===== src/rtl/pcla_addsub.sv =====
// Pipelined carry-lookahead adder/subtractor: one SEG_W-bit segment per stage, registered inter-segment carry.
// Optional signed saturation of the result is enabled by defining PCLA_SAT_EN.
module pcla_addsub #(
  parameter int WIDTH = 32,
  parameter int SEG_W = 8
) (
  input  logic             clk,
  input  logic             rst_n,
  input  logic             in_valid,
  output logic             in_ready,
  input  logic [WIDTH-1:0] a,
  input  logic [WIDTH-1:0] b,
  input  logic             cin,
  input  logic             sub,
  output logic             out_valid,
  input  logic             out_ready,
  output logic [WIDTH-1:0] f,
  output logic             cout,
  output logic             ovf,
  output logic             zero
);

  localparam int SEGS = WIDTH / SEG_W;
  localparam int NGRP = SEG_W / 4;

  // Segment adder: 4-bit lookahead groups, group carries expanded from the segment carry-in.
  function automatic logic [SEG_W:0] segAdd(
    input logic [SEG_W-1:0] x,
    input logic [SEG_W-1:0] y,
    input logic             ci
  );
    logic [SEG_W-1:0] g;
    logic [SEG_W-1:0] p;
    logic [SEG_W:0]   c;
    logic [NGRP-1:0]  gg;
    logic [NGRP-1:0]  gp;
    logic [NGRP:0]    gc;
    logic             term;
    g = x & y;
    p = x ^ y;
    for (int j = 0; j < NGRP; j++) begin
      gg[j] = g[4*j+3]
            | (p[4*j+3] & g[4*j+2])
            | (p[4*j+3] & p[4*j+2] & g[4*j+1])
            | (p[4*j+3] & p[4*j+2] & p[4*j+1] & g[4*j]);
      gp[j] = &p[4*j +: 4];
    end
    gc[0] = ci;
    for (int j = 1; j <= NGRP; j++) begin
      term = ci;
      for (int i = 0; i < j; i++) begin
        term = term & gp[i];
      end
      gc[j] = term;
      for (int i = 0; i < j; i++) begin
        term = gg[i];
        for (int m = i + 1; m < j; m++) begin
          term = term & gp[m];
        end
        gc[j] = gc[j] | term;
      end
    end
    for (int j = 0; j < NGRP; j++) begin
      c[4*j]   = gc[j];
      c[4*j+1] = g[4*j] | (p[4*j] & gc[j]);
      c[4*j+2] = g[4*j+1] | (p[4*j+1] & g[4*j]) | (p[4*j+1] & p[4*j] & gc[j]);
      c[4*j+3] = g[4*j+2] | (p[4*j+2] & g[4*j+1]) | (p[4*j+2] & p[4*j+1] & g[4*j])
               | (p[4*j+2] & p[4*j+1] & p[4*j] & gc[j]);
    end
    c[SEG_W] = gc[NGRP];
    return {c[SEG_W], p ^ c[SEG_W-1:0]};
  endfunction

  logic             w_stall;
  logic             w_advance;
  logic             w_accept;
  logic [WIDTH-1:0] w_bEff;
  logic             w_cEff;

  assign w_stall   = out_valid & ~out_ready;
  assign in_ready  = ~w_stall;
  assign w_advance = ~w_stall;
  assign w_accept  = in_valid & in_ready;
  assign w_bEff    = sub ? ~b : b;
  assign w_cEff    = sub | cin;

  // Each intermediate stage keeps only the operand bits still to be added and the result bits so far.
  for (genvar k = 0; k < SEGS - 1; k++) begin : gStage
    localparam int REM = WIDTH - (k + 1) * SEG_W;

    logic                     r_vld;
    logic                     r_carry;
    logic [(k+1)*SEG_W-1:0]   r_sum;
    logic [REM-1:0]           r_a;
    logic [REM-1:0]           r_b;

    logic [SEG_W-1:0]         w_segA;
    logic [SEG_W-1:0]         w_segB;
    logic                     w_segCin;
    logic                     w_inVld;
    logic [REM-1:0]           w_restA;
    logic [REM-1:0]           w_restB;
    logic [SEG_W:0]           w_seg;
    logic [(k+1)*SEG_W-1:0]   w_nextSum;

    if (k == 0) begin : gFirst
      assign w_segA    = a[SEG_W-1:0];
      assign w_segB    = w_bEff[SEG_W-1:0];
      assign w_segCin  = w_cEff;
      assign w_inVld   = w_accept;
      assign w_restA   = a[WIDTH-1:SEG_W];
      assign w_restB   = w_bEff[WIDTH-1:SEG_W];
      assign w_nextSum = w_seg[SEG_W-1:0];
    end else begin : gNext
      assign w_segA    = gStage[k-1].r_a[SEG_W-1:0];
      assign w_segB    = gStage[k-1].r_b[SEG_W-1:0];
      assign w_segCin  = gStage[k-1].r_carry;
      assign w_inVld   = gStage[k-1].r_vld;
      assign w_restA   = gStage[k-1].r_a[REM+SEG_W-1:SEG_W];
      assign w_restB   = gStage[k-1].r_b[REM+SEG_W-1:SEG_W];
      assign w_nextSum = {w_seg[SEG_W-1:0], gStage[k-1].r_sum};
    end

    assign w_seg = segAdd(w_segA, w_segB, w_segCin);

    always_ff @(posedge clk or negedge rst_n) begin
      if (!rst_n) begin
        r_vld   <= 1'b0;
        r_carry <= 1'b0;
        r_sum   <= '0;
        r_a     <= '0;
        r_b     <= '0;
      end else if (w_advance) begin
        r_vld   <= w_inVld;
        r_carry <= w_seg[SEG_W];
        r_sum   <= w_nextSum;
        r_a     <= w_restA;
        r_b     <= w_restB;
      end
    end
  end

  logic [SEG_W-1:0] w_lastA;
  logic [SEG_W-1:0] w_lastB;
  logic             w_lastCin;
  logic             w_lastVld;
  logic [SEG_W:0]   w_lastSeg;
  logic [WIDTH-1:0] w_rawF;
  logic [WIDTH-1:0] w_finalF;
  logic             w_cMsb;
  logic             w_rawCout;
  logic             w_rawOvf;

  if (SEGS == 1) begin : gSingle
    assign w_lastA   = a;
    assign w_lastB   = w_bEff;
    assign w_lastCin = w_cEff;
    assign w_lastVld = w_accept;
    assign w_rawF    = w_lastSeg[SEG_W-1:0];
  end else begin : gTail
    assign w_lastA   = gStage[SEGS-2].r_a;
    assign w_lastB   = gStage[SEGS-2].r_b;
    assign w_lastCin = gStage[SEGS-2].r_carry;
    assign w_lastVld = gStage[SEGS-2].r_vld;
    assign w_rawF    = {w_lastSeg[SEG_W-1:0], gStage[SEGS-2].r_sum};
  end

  assign w_lastSeg = segAdd(w_lastA, w_lastB, w_lastCin);
  assign w_rawCout = w_lastSeg[SEG_W];
  // Carry into the MSB recovered from sum = a ^ b ^ carry at that bit.
  assign w_cMsb    = w_lastSeg[SEG_W-1] ^ w_lastA[SEG_W-1] ^ w_lastB[SEG_W-1];
  assign w_rawOvf  = w_cMsb ^ w_rawCout;

`ifdef PCLA_SAT_EN
  assign w_finalF = w_rawOvf ? (w_rawF[WIDTH-1] ? {1'b0, {(WIDTH-1){1'b1}}}
                                                : {1'b1, {(WIDTH-1){1'b0}}})
                             : w_rawF;
`else
  assign w_finalF = w_rawF;
`endif

  // Result flags only change when a valid item lands in the last stage.
  always_ff @(posedge clk or negedge rst_n) begin
    if (!rst_n) begin
      out_valid <= 1'b0;
      f         <= '0;
      cout      <= 1'b0;
      ovf       <= 1'b0;
      zero      <= 1'b0;
    end else if (w_advance) begin
      out_valid <= w_lastVld;
      if (w_lastVld) begin
        f    <= w_finalF;
        cout <= w_rawCout;
        ovf  <= w_rawOvf;
        zero <= (w_finalF == '0);
      end
    end
  end

endmodule


===== config.mk =====
export PLATFORM = sky130hd
export DESIGN_NAME = pcla_addsub
export DESIGN_NICKNAME = d
export VERILOG_FILES = /design/src/rtl/pcla_addsub.sv
export SDC_FILE = /design/constraint.sdc
export NUM_CORES = 1
export LEC_CHECK = 0
export CAP_MARGIN = 20
export CORE_MARGIN = 1.5
export CORE_UTILIZATION = 35
export CTS_CLUSTER_SIZE = 20
export DETAILED_ROUTE_END_ITERATION = 12
export GPL_TIMING_DRIVEN = 1
export SETUP_SLACK_MARGIN = 0.3
export SLEW_MARGIN = 0
export SYNTH_ARGS = -nofsm -noshare
export SYNTH_HDL_FRONTEND = slang
export SYNTH_SLANG_ARGS = --single-unit

===== constraint.sdc =====
create_clock -name clk -period 5.7 [get_ports clk]
set_input_delay 1.14 -clock clk [delete_from_list [all_inputs] [get_ports clk]]
set_output_delay 1.14 -clock clk [all_outputs]
set_load 0.03 [all_outputs]

Word level (Yosys, flattened, before mapping)
Index checks and enable logic that the tools add are counted.
Word-level totals
  output and inout bits: 37
  flip-flop bits (word level): 186
  input port bits: 70
  logic and storage cells: 260
Cells by class
  mux-type cells: 1
  reduce and logical (&&, ||, !) cells: 10
  bitwise logic cells: 229
Operator list (count)
  $and A1 B1 Y1: 126
  $or A1 B1 Y1: 85
  $xor A8 B8 Y8: 8
  $and A8 B8 Y8: 4
  $logic_not A32 Y1: 1
  $mux W32: 1
  $not A32 Y32: 1
  $reduce_and A4 Y1: 8
  $xor A1 B1 Y1: 3
  $not A1 Y1: 2
  $reduce_and A2 Y1: 1

Depth between registers and ports, before layout
Gate-level depths: netlist of the first run.
  word-level depth: 12
  depth in mapped cells: 11
  mapped depth without buffers: 11

Worst setup path before layout of the first run
No wires, ideal clock.
  path type: input-to-output
  start: input port out_ready
  end: output port in_ready
  arrival time: 2.155 ns
  stages: 5
  data required time: 4.560 ns
  path slack: 2.405 ns
  buffers on the path: 3
  cells stage by stage: nor2b_1 > buf_2 > inv_2 > clkbuf_1 > clkbuf_1
On the way
  cells in the longest elaborated chain, start to end: 3
Ends and longest elaborated chain
  from (decl): RTL line 16  | input logic out_ready,
  $not A1 Y1: RTL line 80  | assign w_stall = out_valid & ~out_ready;
  $and A1 B1 Y1: RTL line 80
  $not A1 Y1 (no source line)
  to (decl): RTL line 10  | output logic in_ready,
No other way between the ends.

Worst setup path in the final report of the first run
Ends and elaborated chain as after synthesis.

==> key figures, run 1 <==
Floorplan
  • Count of standard-cell rows: 56
  • Die W: 159 µm
  • # IOs: 107
  • Die Area: 25200 µm²
  • Placeable Area: 23600 µm²
  • Starting utilization of the core area: 35.9%
  • Die H: 159 µm

Timing
  • Final worst-path cycle share: 63.1%
  • Unrepaired setup endpoints after global routing: no
  • Fmax achieved: 0.278 GHz
  • Worst Tran Pin Value: 0.861 ns
  • Count of endpoints failing setup in the final report: 0
  • Clock period minus worst slack: 3.60 ns
  • Number of max-slew violations in the final report: 0
  • Post-route worst setup slack: 2.10 ns
  • Post-route setup TNS: 0 ns
  • Final worst hold slack: 0.467 ns
  • Hold Fails Final Rpt: 0
  • Post-route clock skew: 0.0112 ns
  • Tightest slew margin relative to the limit: 42.6%

Layout
  • N_diodes: 0
  • Final Core Density: 44.2%
  • Post-layout nets: 1083
  • Synthesis-to-finish area growth: 23.1%
  • Finished Layout Cells: 1305
  • Layout cell share with drive strength beyond 1: 7.30%

Clock network
  • H-tree level count: 4
  • Source-to-sink clock delay at the later pin of the worst-skew pair: 0.42 ns
  • Number of buffers created by CTS: 17
  • CTS Buffer Depth: 2
  • CTS Root Buffer Type: sky130_fd_sc_hd__clkbuf_16
  • Clock tree from TritonCTS: built
  • Count of cells resized by post-cts repair: 0
  • Clock-pin slew reported for the worst setup and hold paths after clock tree synthesis: 0.07 ns
  • Count of hold buffers inserted by post-cts repair: 0
  • Clk sinks: 186
  • Number of post-CTS setup repair buffers: 0

Detailed routing
  • Post-Route WL: 16900 µm
  • Total via count in the routed design: 5821
  • DR DRC count: 0
  • Antenna Nets Post-Route: 0
  • First-pass iteration count of the detailed router: 4
  • Routed via count divided by cell count: 4.46
  • Violation count after the first detailed-routing iteration: 314
  • Average detailed-routed wire length per instance: 12.9 µm

Setup path
  • Startpoint kind of the worst setup timing path: input port
  • Setup slack, reg-to-reg: 2.69 ns
  • Critical Path RT: 4.56 ns
  • Worst EP arrival: 2.46 ns
  • CP Capture Type: primary output
  • Class of the most critical setup path: input port to primary output
  • Path depth of the worst reg2reg path: 11
  • Biggest fanout along the worst timing path: 2

Logic synthesis
  • Most repeated cell in the gate-level netlist after synthesis: sky130_fd_sc_hd__nand2_1
  • Post-synth ARST share: 100%
  • Most instantiated flip-flop cell in the synthesis netlist: sky130_fd_sc_hd__dfrtp_1
  • Synth Cell Area: 8480 µm²
  • Post-Syn Nets: 992
  • Post-synthesis cell type count: 40
  • Fraction of post-synthesis cell area in the top cell type by area: 54.9%
  • Biggest area consumer among synthesized cells: sky130_fd_sc_hd__dfrtp_1
  • Mean instance size in the synthesized netlist: 9.61 µm²
  • Number of cells produced by synthesis: 882
  • Number of synthesized register bits: 186
  • Part of the Yosys area used for sequential elements: 54.9%
  • Count of flip-flops with a built-in enable after synthesis: 0
  • Top area cells in the synthesized netlist: sky130_fd_sc_hd__dfrtp_1 55%, sky130_fd_sc_hd__nand2_1 15%, sky130_fd_sc_hd__ha_1 4.7%
  • Leading cell types by count after synthesis: 342 x sky130_fd_sc_hd__nand2_1, 186 x sky130_fd_sc_hd__dfrtp_1, 53 x sky130_fd_sc_hd__o21ai_0, 37 x sky130_fd_sc_hd__xnor2_1, 33 x sky130_fd_sc_hd__clkbuf_1
  • Total number of yosys warnings: 0

Flow run
  • Max-cap check violation count: 0

Global route
  • Largest net degree at the start of global routing: 108
  • Vias in the first global route: 5713
  • Total overflow reported by the global router: 0
  • Global-route wire length before repair: 28500 µm
  • Total track usage: 14.5%
  • Initial antenna violation count: 0

Power and ir drop
  • P per Cell Area: 568 nW/µm²
  • VDD IR-drop max: 0.000207 V
  • Leakage component of the power: 0.00488 µW

Place
  • Half-perimeter wire length after detailed placement: 11800 µm
  • Placer Congestion: 0.763
  • Buffers added on ports: 106
  • Placed Cells: 1273
  • Setup WS pre-CTS: 2.06 ns

Hold path
  • Type of the worst min-delay path: register to register
  • Number of instances on the worst hold path: 2

Status
  • Outcome: finished clean
-- final timing paths --
path                                                from                       endpoint
min in group asynchronous                          rst_n              f[29]$_DFFE_PN0P_
setup reg to reg            gStage[2].r_b[2]$_DFFE_PN0N_               zero$_DFFE_PN0P_
hold / removal             gStage[1].r_b[13]$_DFFE_PN0N_  gStage[1].r_b[13]$_DFFE_PN0N_
max in group asynchronous                          rst_n   gStage[1].r_b[3]$_DFFE_PN0N_
setup / recovery                               out_ready                       in_ready
hold reg to reg            gStage[1].r_b[13]$_DFFE_PN0N_  gStage[1].r_b[13]$_DFFE_PN0N_
-- routing by layer --
| layer | part of all wire, % | vias up | global-route usage, % |
|---|---|---|---|
| met3 | 3.2 | 13 | 2.72 |
| met5 | 0 | - | 0 |
| met1 | 54 | 2676 | 22.1 |
| li1 | - | 3033 | - |
| met2 | 42 | 99 | 20.5 |
| met4 | 1.4 | 0 | 4.76 |
-- registers in the layout, summed over array words and instances, names as in the netlist --
signal and cells:
cout 1, gStage.r_vld 3, gStage.r_sum 48, gStage.r_b 48, gStage.r_a 48, gStage.r_carry 3
f 32, out_valid 1, zero 1, ovf 1
-- kinds of logic (layout without fill, tap and decap cells) --
| family | count (synthesis) | in the layout | share of synthesized area [%] |
|---|---|---|---|
| AOI/OAI and AO/OA | 108 | 108 | 7.51 |
| adders and majority gates | 40 | 40 | 6.61 |
| buffers and inverters | 64 | 168 | 3.01 |
| DFF | 186 | 186 | 54.9 |
| xor gates and xnor gates | 54 | 54 | 5.58 |
| and+or+nand+nor | 404 | 404 | 18.9 |
| muxes | 26 | 26 | 3.45 |
-- where the power goes --
| group | internal (µW) | switching, µW |
|---|---|---|
| clock network | 693 | 504 |
| logic | 1070 | 1370 |
| registers | 1910 | 375 |
-- placed cells by master (no fill, tap or decap), drive strengths merged, types with 2 or more instances in the layout --
cell type	n
nor3	8
nor2	26
nor4	7
mux2	26
clkinvlp	4
nand2b	4
o31ai	4
o22ai	2
bufinv	3
o21ai	54
buf	9
nand3b	3
xor2	17
ha	32
inv	25
nand2	342
a21oi	22
a21o	5
o21bai	2
o21a	9
a31oi	2
nor4bb	2
nand3	5
clkdlybuf4s50	104
fa	8
clkinv	4
xnor2	37
dfrtp	186
nand4	5
clkbuf	19
-- worst max-delay path: stages --
cell                              delay [ns]
sky130_fd_sc_hd__clkdlybuf4s50_1        0.51
sky130_fd_sc_hd__nor2b_4                0.07
sky130_fd_sc_hd__inv_4                  0.07
sky130_fd_sc_hd__clkdlybuf4s50_1        0.67
-- stage by stage --
stage                     power, µW  area (µm²)
final                          5920       10400
after global routing           6440       10400
after CTS                      6000       10400
after detailed placement       4780        9830
after global placement         4730        9830
after floorplan                3980        8480
-- layout make-up --
cell class,count,area (µm²)
clock inverter,14,170
multi-input combinational,632,3570
inverter,22,85.1
timing repair buffer,114,1120
clock buffer,18,429
fill,2305,13200
sequential,186,4650
tap,319,399
(Power assumes the default switching activity.)
==> run 2: changes to the inputs <==
==> constraint.sdc (replaced) <==
create_clock -name clk -period 3.75 [get_ports clk]
set_input_delay 0.75 -clock clk [delete_from_list [all_inputs] [get_ports clk]]
set_output_delay 0.75 -clock clk [all_outputs]
set_load 0.03 [all_outputs]
==> run 2 against run 1 <==
Effect of this change:
- final cell count unchanged
- combinational power increased by 53%
- register-to-register slack got worse by 1.7 ns
- power increased by 55%
- hold slack got worse by 0.088 ns
- largest cell class unchanged
==> key figures, run 2 (synthesis results as in run 1) <==
Layout
  • Number of filler instances in the final layout: 2318 (+0.56%)
  • Final Core Density: 44.5% (+0.32 points)
  • Top flop regs: gStage.r_a x48, gStage.r_b x48, gStage.r_sum x48
  • Layout cell share with drive strength beyond 1: 7.40% (+0.10 points)
  • Top library cells by usage in the layout, fill and taps aside: 342 x sky130_fd_sc_hd__nand2_1, 186 x sky130_fd_sc_hd__dfrtp_1, 104 x sky130_fd_sc_hd__clkdlybuf4s50_1
  • N_diodes: 0 (unchanged)
  • Multi-input logic area: 3570 µm² (unchanged)
  • Most frequent standard cell in the layout excluding fill and tap cells: sky130_fd_sc_hd__nand2_1
  • Post-route cell area: 10500 µm² (+0.73%)
  • Sequential cell area: 4650 µm² (unchanged)
  • Synthesis-to-finish area growth: 24.0%
  • Finished Layout Cells: 1305 (unchanged)
  • Post-layout nets: 1084 (+0.092%)

Clock network
  • H-tree level count: 4 (unchanged)
  • Clock tree from TritonCTS: built
  • Number of post-CTS setup repair buffers: 0 (unchanged)
  • Clk sinks: 186 (unchanged)
  • Count of hold buffers inserted by post-cts repair: 0 (unchanged)
  • Count of cells resized by post-cts repair: 0 (unchanged)
  • Clock-pin slew reported for the worst setup and hold paths after clock tree synthesis: 0.07 ns (about the same)
  • CTS Root Buffer Type: sky130_fd_sc_hd__clkbuf_16
  • Number of buffers created by CTS: 17 (unchanged)
  • CTS Buffer Depth: 2 (unchanged)
  • Source-to-sink clock delay at the later pin of the worst-skew pair: 0.43 ns (about the same)

Timing
  • Post-route setup TNS: 0 ns (unchanged)
  • Fmax achieved: 0.327 GHz
  • Final worst-path cycle share: 81.6%
  • Number of max-slew violations in the final report: 0 (unchanged)
  • Clock period minus worst slack: 3.06 ns
  • Post-route clock skew: 0.0113 ns (+0.000120 ns)
  • Worst Tran Pin Value: 0.770 ns (-0.0912 ns)
  • Hold Fails Final Rpt: 0 (unchanged)
  • Tightest slew margin relative to the limit: 48.7% (+6.1 points)
  • Unrepaired setup endpoints after global routing: no
  • Count of endpoints failing setup in the final report: 0 (unchanged)

Status
  • Outcome: finished clean

Power and ir drop
  • P_int: 5740 µW (+56%)
  • Leakage component of the power: 0.00491 µW (+0.72%)
  • Portion of total power attributed to sequential cells: 37.8% (-0.8 points)
  • Clock group share of total power: 21.5% (+1.3 points)
  • VDD IR-drop max: 0.000343 V (+66%)
  • Reported net switching power: 3460 µW (+53%)
  • Portion of total power attributed to combinational logic: 40.7% (-0.5 points)
  • P per Cell Area: 875 nW/µm² (+54%)
  • Total chip power: 9190 µW (+55%)
  • Switch share: 37.6% (-0.41 points)

Detailed routing
  • Violation count after the first detailed-routing iteration: 344 (+9.6%)
  • Antenna Nets Post-Route: 0 (unchanged)
  • Routed via count divided by cell count: 4.52 (+1.3%)
  • Post-Route WL: 17300 µm (+2.2%)
  • Average detailed-routed wire length per instance: 13.2 µm (+2.2%)
  • DR DRC count: 0 (unchanged)
  • Total via count in the routed design: 5895 (+1.3%)
  • First-pass iteration count of the detailed router: 4 (unchanged)

Setup path
  • Biggest fanout along the worst timing path: 14 (+12)
  • CP Capture Type: primary output
  • Crit path max-delay cell type: sky130_fd_sc_hd__clkdlybuf4s50_1
  • Critical Path RT: 3.00 ns (-1.56 ns)
  • CP cell instances: clkdlybuf4s50_1, nor2b_4, inv_4, clkdlybuf4s50_1
  • Worst path buffer plus inverter count: 3 (unchanged)
  • Class of the most critical setup path: input port to primary output
  • Crit-path most repeated cell: sky130_fd_sc_hd__clkdlybuf4s50_1
  • Worst EP arrival: 2.31 ns (-0.15 ns)
  • Largest incremental delay on the critical path: 0.65 ns (-0.02 ns)
  • Startpoint kind of the worst setup timing path: input port
  • Family with the most delay on the worst path: buffers and inverters

Global route
  • Total overflow reported by the global router: 0 (unchanged)
  • Largest net degree at the start of global routing: 89 (-18%)
  • Vias in the first global route: 5753 (+0.70%)
  • Global-route wire length before repair: 28900 µm (+1.4%)
  • Initial antenna violation count: 0 (unchanged)
  • Total track usage: 14.7% (+0.16 points)

Place
  • Instance area at placement: 9850 µm² (+0.20%)
  • Half-perimeter wire length after detailed placement: 12100 µm (+2.7%)
  • Buffers added on ports: 106 (unchanged)
  • Placed Cells: 1274 (+0.079%)
  • Placer Congestion: 0.749 (-1.9%)

Floorplan
  • Die W: 159 µm (unchanged)
  • Starting utilization of the core area: 35.9% (unchanged)
  • Die Area: 25200 µm² (unchanged)
  • Die H: 159 µm (unchanged)
  • Count of standard-cell rows: 56 (unchanged)
  • # IOs: 107 (unchanged)
  • Placeable Area: 23600 µm² (unchanged)

Hold path
  • Type of the worst min-delay path: input port to asynchronous set/reset pin

Flow run
  • Max-cap check violation count: 0 (unchanged)
-- run 2: changes by cell type in the layout (fill, tap and decap cells not counted), sizes merged --
cell,change
bufinv,+2
clkinv,-1
inv,-1
clkinvlp,-1
buf,+1
-- run 2: cell type report --
| cell class | instances | area share, % |
|---|---|---|
| clock buffers | 18 | 4.18 |
| clock inverters | 13 | 2.06 |
| inverters | 22 | 0.810 |
| multi-input cells | 632 | 34.0 |
| flip-flops and latches | 186 | 44.3 |
| well taps | 319 | 3.80 |
| repair buffers | 115 | 10.8 |
-- run 2: worst paths after layout --
path	from	slack [ns]	to	depth (start not counted)
setup / recovery	out_ready	0.69	in_ready	4
hold / removal	rst_n	0.38	gStage[2].r_b[3]$_DFFE_PN0N_	1
hold reg to reg	gStage[0].r_a[18]$_DFFE_PN0N_	0.46	gStage[1].r_a[10]$_DFFE_PN0N_	2
max in group asynchronous	rst_n	2.45	gStage[0].r_sum[5]$_DFFE_PN0N_	2
setup reg to reg	gStage[2].r_a[2]$_DFFE_PN0N_	0.95	zero$_DFFE_PN0P_	11
min in group clk	gStage[0].r_a[18]$_DFFE_PN0N_	0.46	gStage[1].r_a[10]$_DFFE_PN0N_	2
-- run 2: metal layers --
metal	wire length (µm)	up-vias	global-route usage (%)
met5	0	-	0
met4	230	0	4.58
met3	525	13	2.48
met2	7290	90	21.4
met1	9210	2737	22.1
li1	-	3055	-
-- run 2: power groups by stage --
stage | Combinational [µW] | Clock [µW] | Sequential (µW)
after detailed placement | 3780 | 0 | 3530
final | 3740 | 1980 | 3480
after floorplan | 2360 | 0 | 3700
after CTS | 3800 | 2020 | 3490
after global placement | 3700 | 0 | 3500
after global routing | 4220 | 2110 | 3600
-- run 2: through the flow --
step                hold WS (ns)  worst slack [ns]
finish                     0.379             0.691
global route               0.437             0.622
CTS                        0.402             0.663
detailed placement         0.455             0.670
global placement           0.450             0.668
floorplan                  0.439             0.949
==> run 3: changes to the inputs <==
==> constraint.sdc (replaced) <==
create_clock -name clk -period 2.8 [get_ports clk]
set_input_delay 0.56 -clock clk [delete_from_list [all_inputs] [get_ports clk]]
set_output_delay 0.56 -clock clk [all_outputs]
set_load 0.03 [all_outputs]
==> run 3 against run 2 <==
Effect of this change:
- clock skew shrank 0.0021 ns
- worst setup slack lost 0.28 ns
- final area grew 1.3%
- wire length grew 2.1%
- hold slack lost 0.26 ns
- final cell count grew 0.92%
- sequential power grew 34%
- sequential cell count is the same
- first-iteration DRC count grew 22%
- die area is the same
- critical path type is now register to register
==> key figures, run 3 (synthesis results as in run 1) <==
Status
  • Outcome: finished clean

Clock network
  • Source-to-sink clock delay at the later pin of the worst-skew pair: 0.43 ns (about the same)
  • Clock-pin slew reported for the worst setup and hold paths after clock tree synthesis: 0.07 ns (about the same)
  • Clock tree from TritonCTS: built
  • Clk sinks: 186 (unchanged)
  • CTS Buffer Depth: 2 (unchanged)
  • H-tree level count: 4 (unchanged)
  • Number of buffers created by CTS: 17 (unchanged)
  • CTS Root Buffer Type: sky130_fd_sc_hd__clkbuf_16

Floorplan
  • Starting utilization of the core area: 35.9% (unchanged)
  • Count of standard-cell rows: 56 (unchanged)
  • # IOs: 107 (unchanged)
  • Die Area: 25200 µm² (unchanged)
  • Die W: 159 µm (unchanged)
  • Placeable Area: 23600 µm² (unchanged)
  • Die H: 159 µm (unchanged)

Layout
  • Most frequent standard cell in the layout excluding fill and tap cells: sky130_fd_sc_hd__nand2_1
  • Number of filler instances in the final layout: 2323 (+0.22%)
  • Layout cell share with drive strength beyond 1: 9.32% (+1.9 points)
  • Finished Layout Cells: 1317 (+0.92%)
  • Sequential cell area: 4650 µm² (unchanged)
  • Multi-input logic area: 3650 µm² (+2.2%)
  • N_diodes: 0 (unchanged)
  • Post-layout nets: 1096 (+1.1%)
  • Final Core Density: 45.1% (+0.56 points)
  • Synthesis-to-finish area growth: 25.5%
  • Top library cells by usage in the layout, fill and taps aside: 342 x sky130_fd_sc_hd__nand2_1, 186 x sky130_fd_sc_hd__dfrtp_1, 103 x sky130_fd_sc_hd__clkdlybuf4s50_1
  • Top flop regs: gStage.r_a x48, gStage.r_b x48, gStage.r_sum x48

Power and ir drop
  • Portion of total power attributed to combinational logic: 43.1% (+2.4 points)
  • Leakage component of the power: 0.00497 µW (+1.2%)
  • P per Cell Area: 1170 nW/µm² (+34%)
  • VDD IR-drop max: 0.000476 V (+39%)
  • Clock group share of total power: 19.3% (-2.2 points)
  • Portion of total power attributed to sequential cells: 37.6% (-0.2 points)
  • Switch share: 38.4% (+0.82 points)
  • Reported net switching power: 4780 µW (+38%)
  • P_int: 7660 µW (+34%)

Global route
  • Total overflow reported by the global router: 0 (unchanged)
  • Total track usage: 15.1% (+0.45 points)
  • Vias in the first global route: 5932 (+3.1%)
  • Global-route wire length before repair: 29800 µm (+3.1%)
  • Largest net degree at the start of global routing: 161 (+81%)
  • Initial antenna violation count: 0 (unchanged)

Detailed routing
  • Average detailed-routed wire length per instance: 13.4 µm (+1.2%)
  • Violation count after the first detailed-routing iteration: 418 (+22%)
  • Post-Route WL: 17600 µm (+2.1%)
  • Antenna Nets Post-Route: 0 (unchanged)
  • Total via count in the routed design: 5983 (+1.5%)
  • Routed via count divided by cell count: 4.54 (+0.57%)
  • First-pass iteration count of the detailed router: 4 (unchanged)
  • DR DRC count: 0 (unchanged)

Setup path
  • Setup slack, reg-to-reg: 0.41 ns (-0.54 ns)
  • Worst EP arrival: 2.74 ns (+0.43 ns)
  • Crit path max-delay cell type: sky130_fd_sc_hd__fa_1
  • Critical path destination: zero$_DFFE_PN0P_
  • First element of the critical path: gStage[2].r_a[2]$_DFFE_PN0N_
  • Biggest fanout along the worst timing path: 4 (-10)
  • Family with the most delay on the worst path: adder cells
  • Worst path buffer plus inverter count: 0 (-3)
  • Reg2Reg Capture Point: zero$_DFFE_PN0P_
  • CP cell instances: ha_4, o21ai_4, o21bai_2, a21oi_2, fa_1, nand2_1, nor3_1, nand4_1, nor4_2, nand4_1, o21ai_1
  • Startpoint kind of the worst setup timing path: register
  • Crit-path most repeated cell: sky130_fd_sc_hd__nand4_1
  • Largest incremental delay on the critical path: 0.53 ns (-0.12 ns)
  • Critical Path RT: 3.15 ns (+0.15 ns)
  • Class of the most critical setup path: register to register
  • Path depth of the worst reg2reg path: 11 (unchanged)
  • CP Capture Type: register
  • Logic depth of the worst path, buffers included: 11 (+7)
  • Worst R2R Start: gStage[2].r_a[2]$_DFFE_PN0N_

Hold path
  • Type of the worst min-delay path: input port to asynchronous set/reset pin

Timing
  • Worst Tran Pin Value: 0.649 ns (-0.121 ns)
  • Final worst-path cycle share: 85.3%
  • Tightest slew margin relative to the limit: 56.7% (+8.1 points)
  • Fmax achieved: 0.419 GHz
  • Hold Fails Final Rpt: 0 (unchanged)
  • Unrepaired setup endpoints after global routing: yes
  • Final worst hold slack: 0.120 ns (-0.259 ns)
  • Post-route clock skew: 0.00922 ns (-0.00206 ns)
  • Number of max-slew violations in the final report: 0 (unchanged)
  • Count of endpoints failing setup in the final report: 0 (unchanged)
  • Clock period minus worst slack: 2.39 ns

Place
  • Buffers added on ports: 106 (unchanged)
  • Placed Cells: 1277 (+0.24%)
  • Placer Congestion: 0.792 (+5.8%)
  • Half-perimeter wire length after detailed placement: 12100 µm (-0.49%)

Flow run
  • Max-cap check violation count: 0 (unchanged)
-- run 3: cell count changes in the layout (fill, tap and decap cells not counted), moves of 3 or more --
| cell | change |
|---|---|
| sky130_fd_sc_hd__buf_12 | +3 |
| sky130_fd_sc_hd__buf_4 | +9 |
| sky130_fd_sc_hd__bufinv_16 | -3 |
| sky130_fd_sc_hd__ha_1 | -3 |
| sky130_fd_sc_hd__ha_4 | +3 |
| sky130_fd_sc_hd__inv_6 | +3 |
-- run 3: worst min-delay path by stage --
stage | cells after the start | slack (ns) | to | start
4_1_cts | 1 | 0.13 | f[30]$_DFFE_PN0P_ | rst_n
5_1_grt | 1 | 0.15 | gStage[1].r_a[13]$_DFFE_PN0N_ | rst_n
6_report | 1 | 0.12 | gStage[1].r_a[13]$_DFFE_PN0N_ | rst_n
3_3_place_gp | 2 | 0.45 | gStage[0].r_a[8]$_DFFE_PN0N_ | gStage[0].r_a[8]$_DFFE_PN0N_
3_5_place_dp | 2 | 0.45 | gStage[2].r_b[6]$_DFFE_PN0N_ | gStage[1].r_b[14]$_DFFE_PN0N_
2_1_floorplan | 0 | 0.26 | cout$_DFFE_PN0P_ | rst_n
-- run 3: per-stage QoR --
step / power, µW / worst slack (ns) / TNS, ns / area [µm²]
floorplan: 8110 / 0.261 / 0 / 8480
global placement: 9690 / 0.0640 / 0 / 9910
detailed placement: 9820 / -0.0139 / -0.0139 / 9910
CTS: 12500 / 0.299 / 0 / 10600
global route: 13500 / 0.272 / 0 / 10600
finish: 12400 / 0.411 / 0 / 10600
-- run 3: repair_timing --
| item | CTS | global route |
|---|---|---|
| buffers inserted | 8 | 1 |
| setup endpoints to repair | 2 | 4 |
| gates cloned | 0 | 0 |
| resized for setup | 7 | 7 |
| pin swaps | 2 | 8 |
| hold buffers | 0 | 0 |
-- run 3: area by class of cell --
class                      instances  area share, %
sequential                       186           43.7
timing repair buffer             127           11.9
inverter                          22          0.800
tap                              319           3.75
clock inverter                    12           1.31
clock buffer                      19           4.16
multi-input combinational        632           34.3
-- run 3: power groups by stage --
stage / logic, µW / clock network (µW) / registers (µW)
after floorplan: 3160 / 0 / 4950
after global placement: 5000 / 0 / 4690
after detailed placement: 5110 / 0 / 4710
after CTS: 5320 / 2460 / 4680
after global routing: 6040 / 2590 / 4850
final: 5370 / 2400 / 4680
-- run 3: metal layers --
layer  vias up  global-route usage [%]  wire, µm
met5         -                       0         0
met4         0                    4.41       189
met3        14                    3.46       551
met2        94                    21.8      7570
met1      2804                    22.5      9300
li1       3071                       -         -
-- run 3: worst reg2reg max path, stage by stage, from the launching register on --
cell	delay, ns
sky130_fd_sc_hd__dfrtp_1	0.42
sky130_fd_sc_hd__ha_4	0.31
sky130_fd_sc_hd__o21ai_4	0.07
sky130_fd_sc_hd__o21bai_2	0.14
sky130_fd_sc_hd__a21oi_2	0.08
sky130_fd_sc_hd__fa_1	0.53
sky130_fd_sc_hd__nand2_1	0.06
sky130_fd_sc_hd__nor3_1	0.17
sky130_fd_sc_hd__nand4_1	0.11
sky130_fd_sc_hd__nor4_2	0.16
sky130_fd_sc_hd__nand4_1	0.12
sky130_fd_sc_hd__o21ai_1	0.15
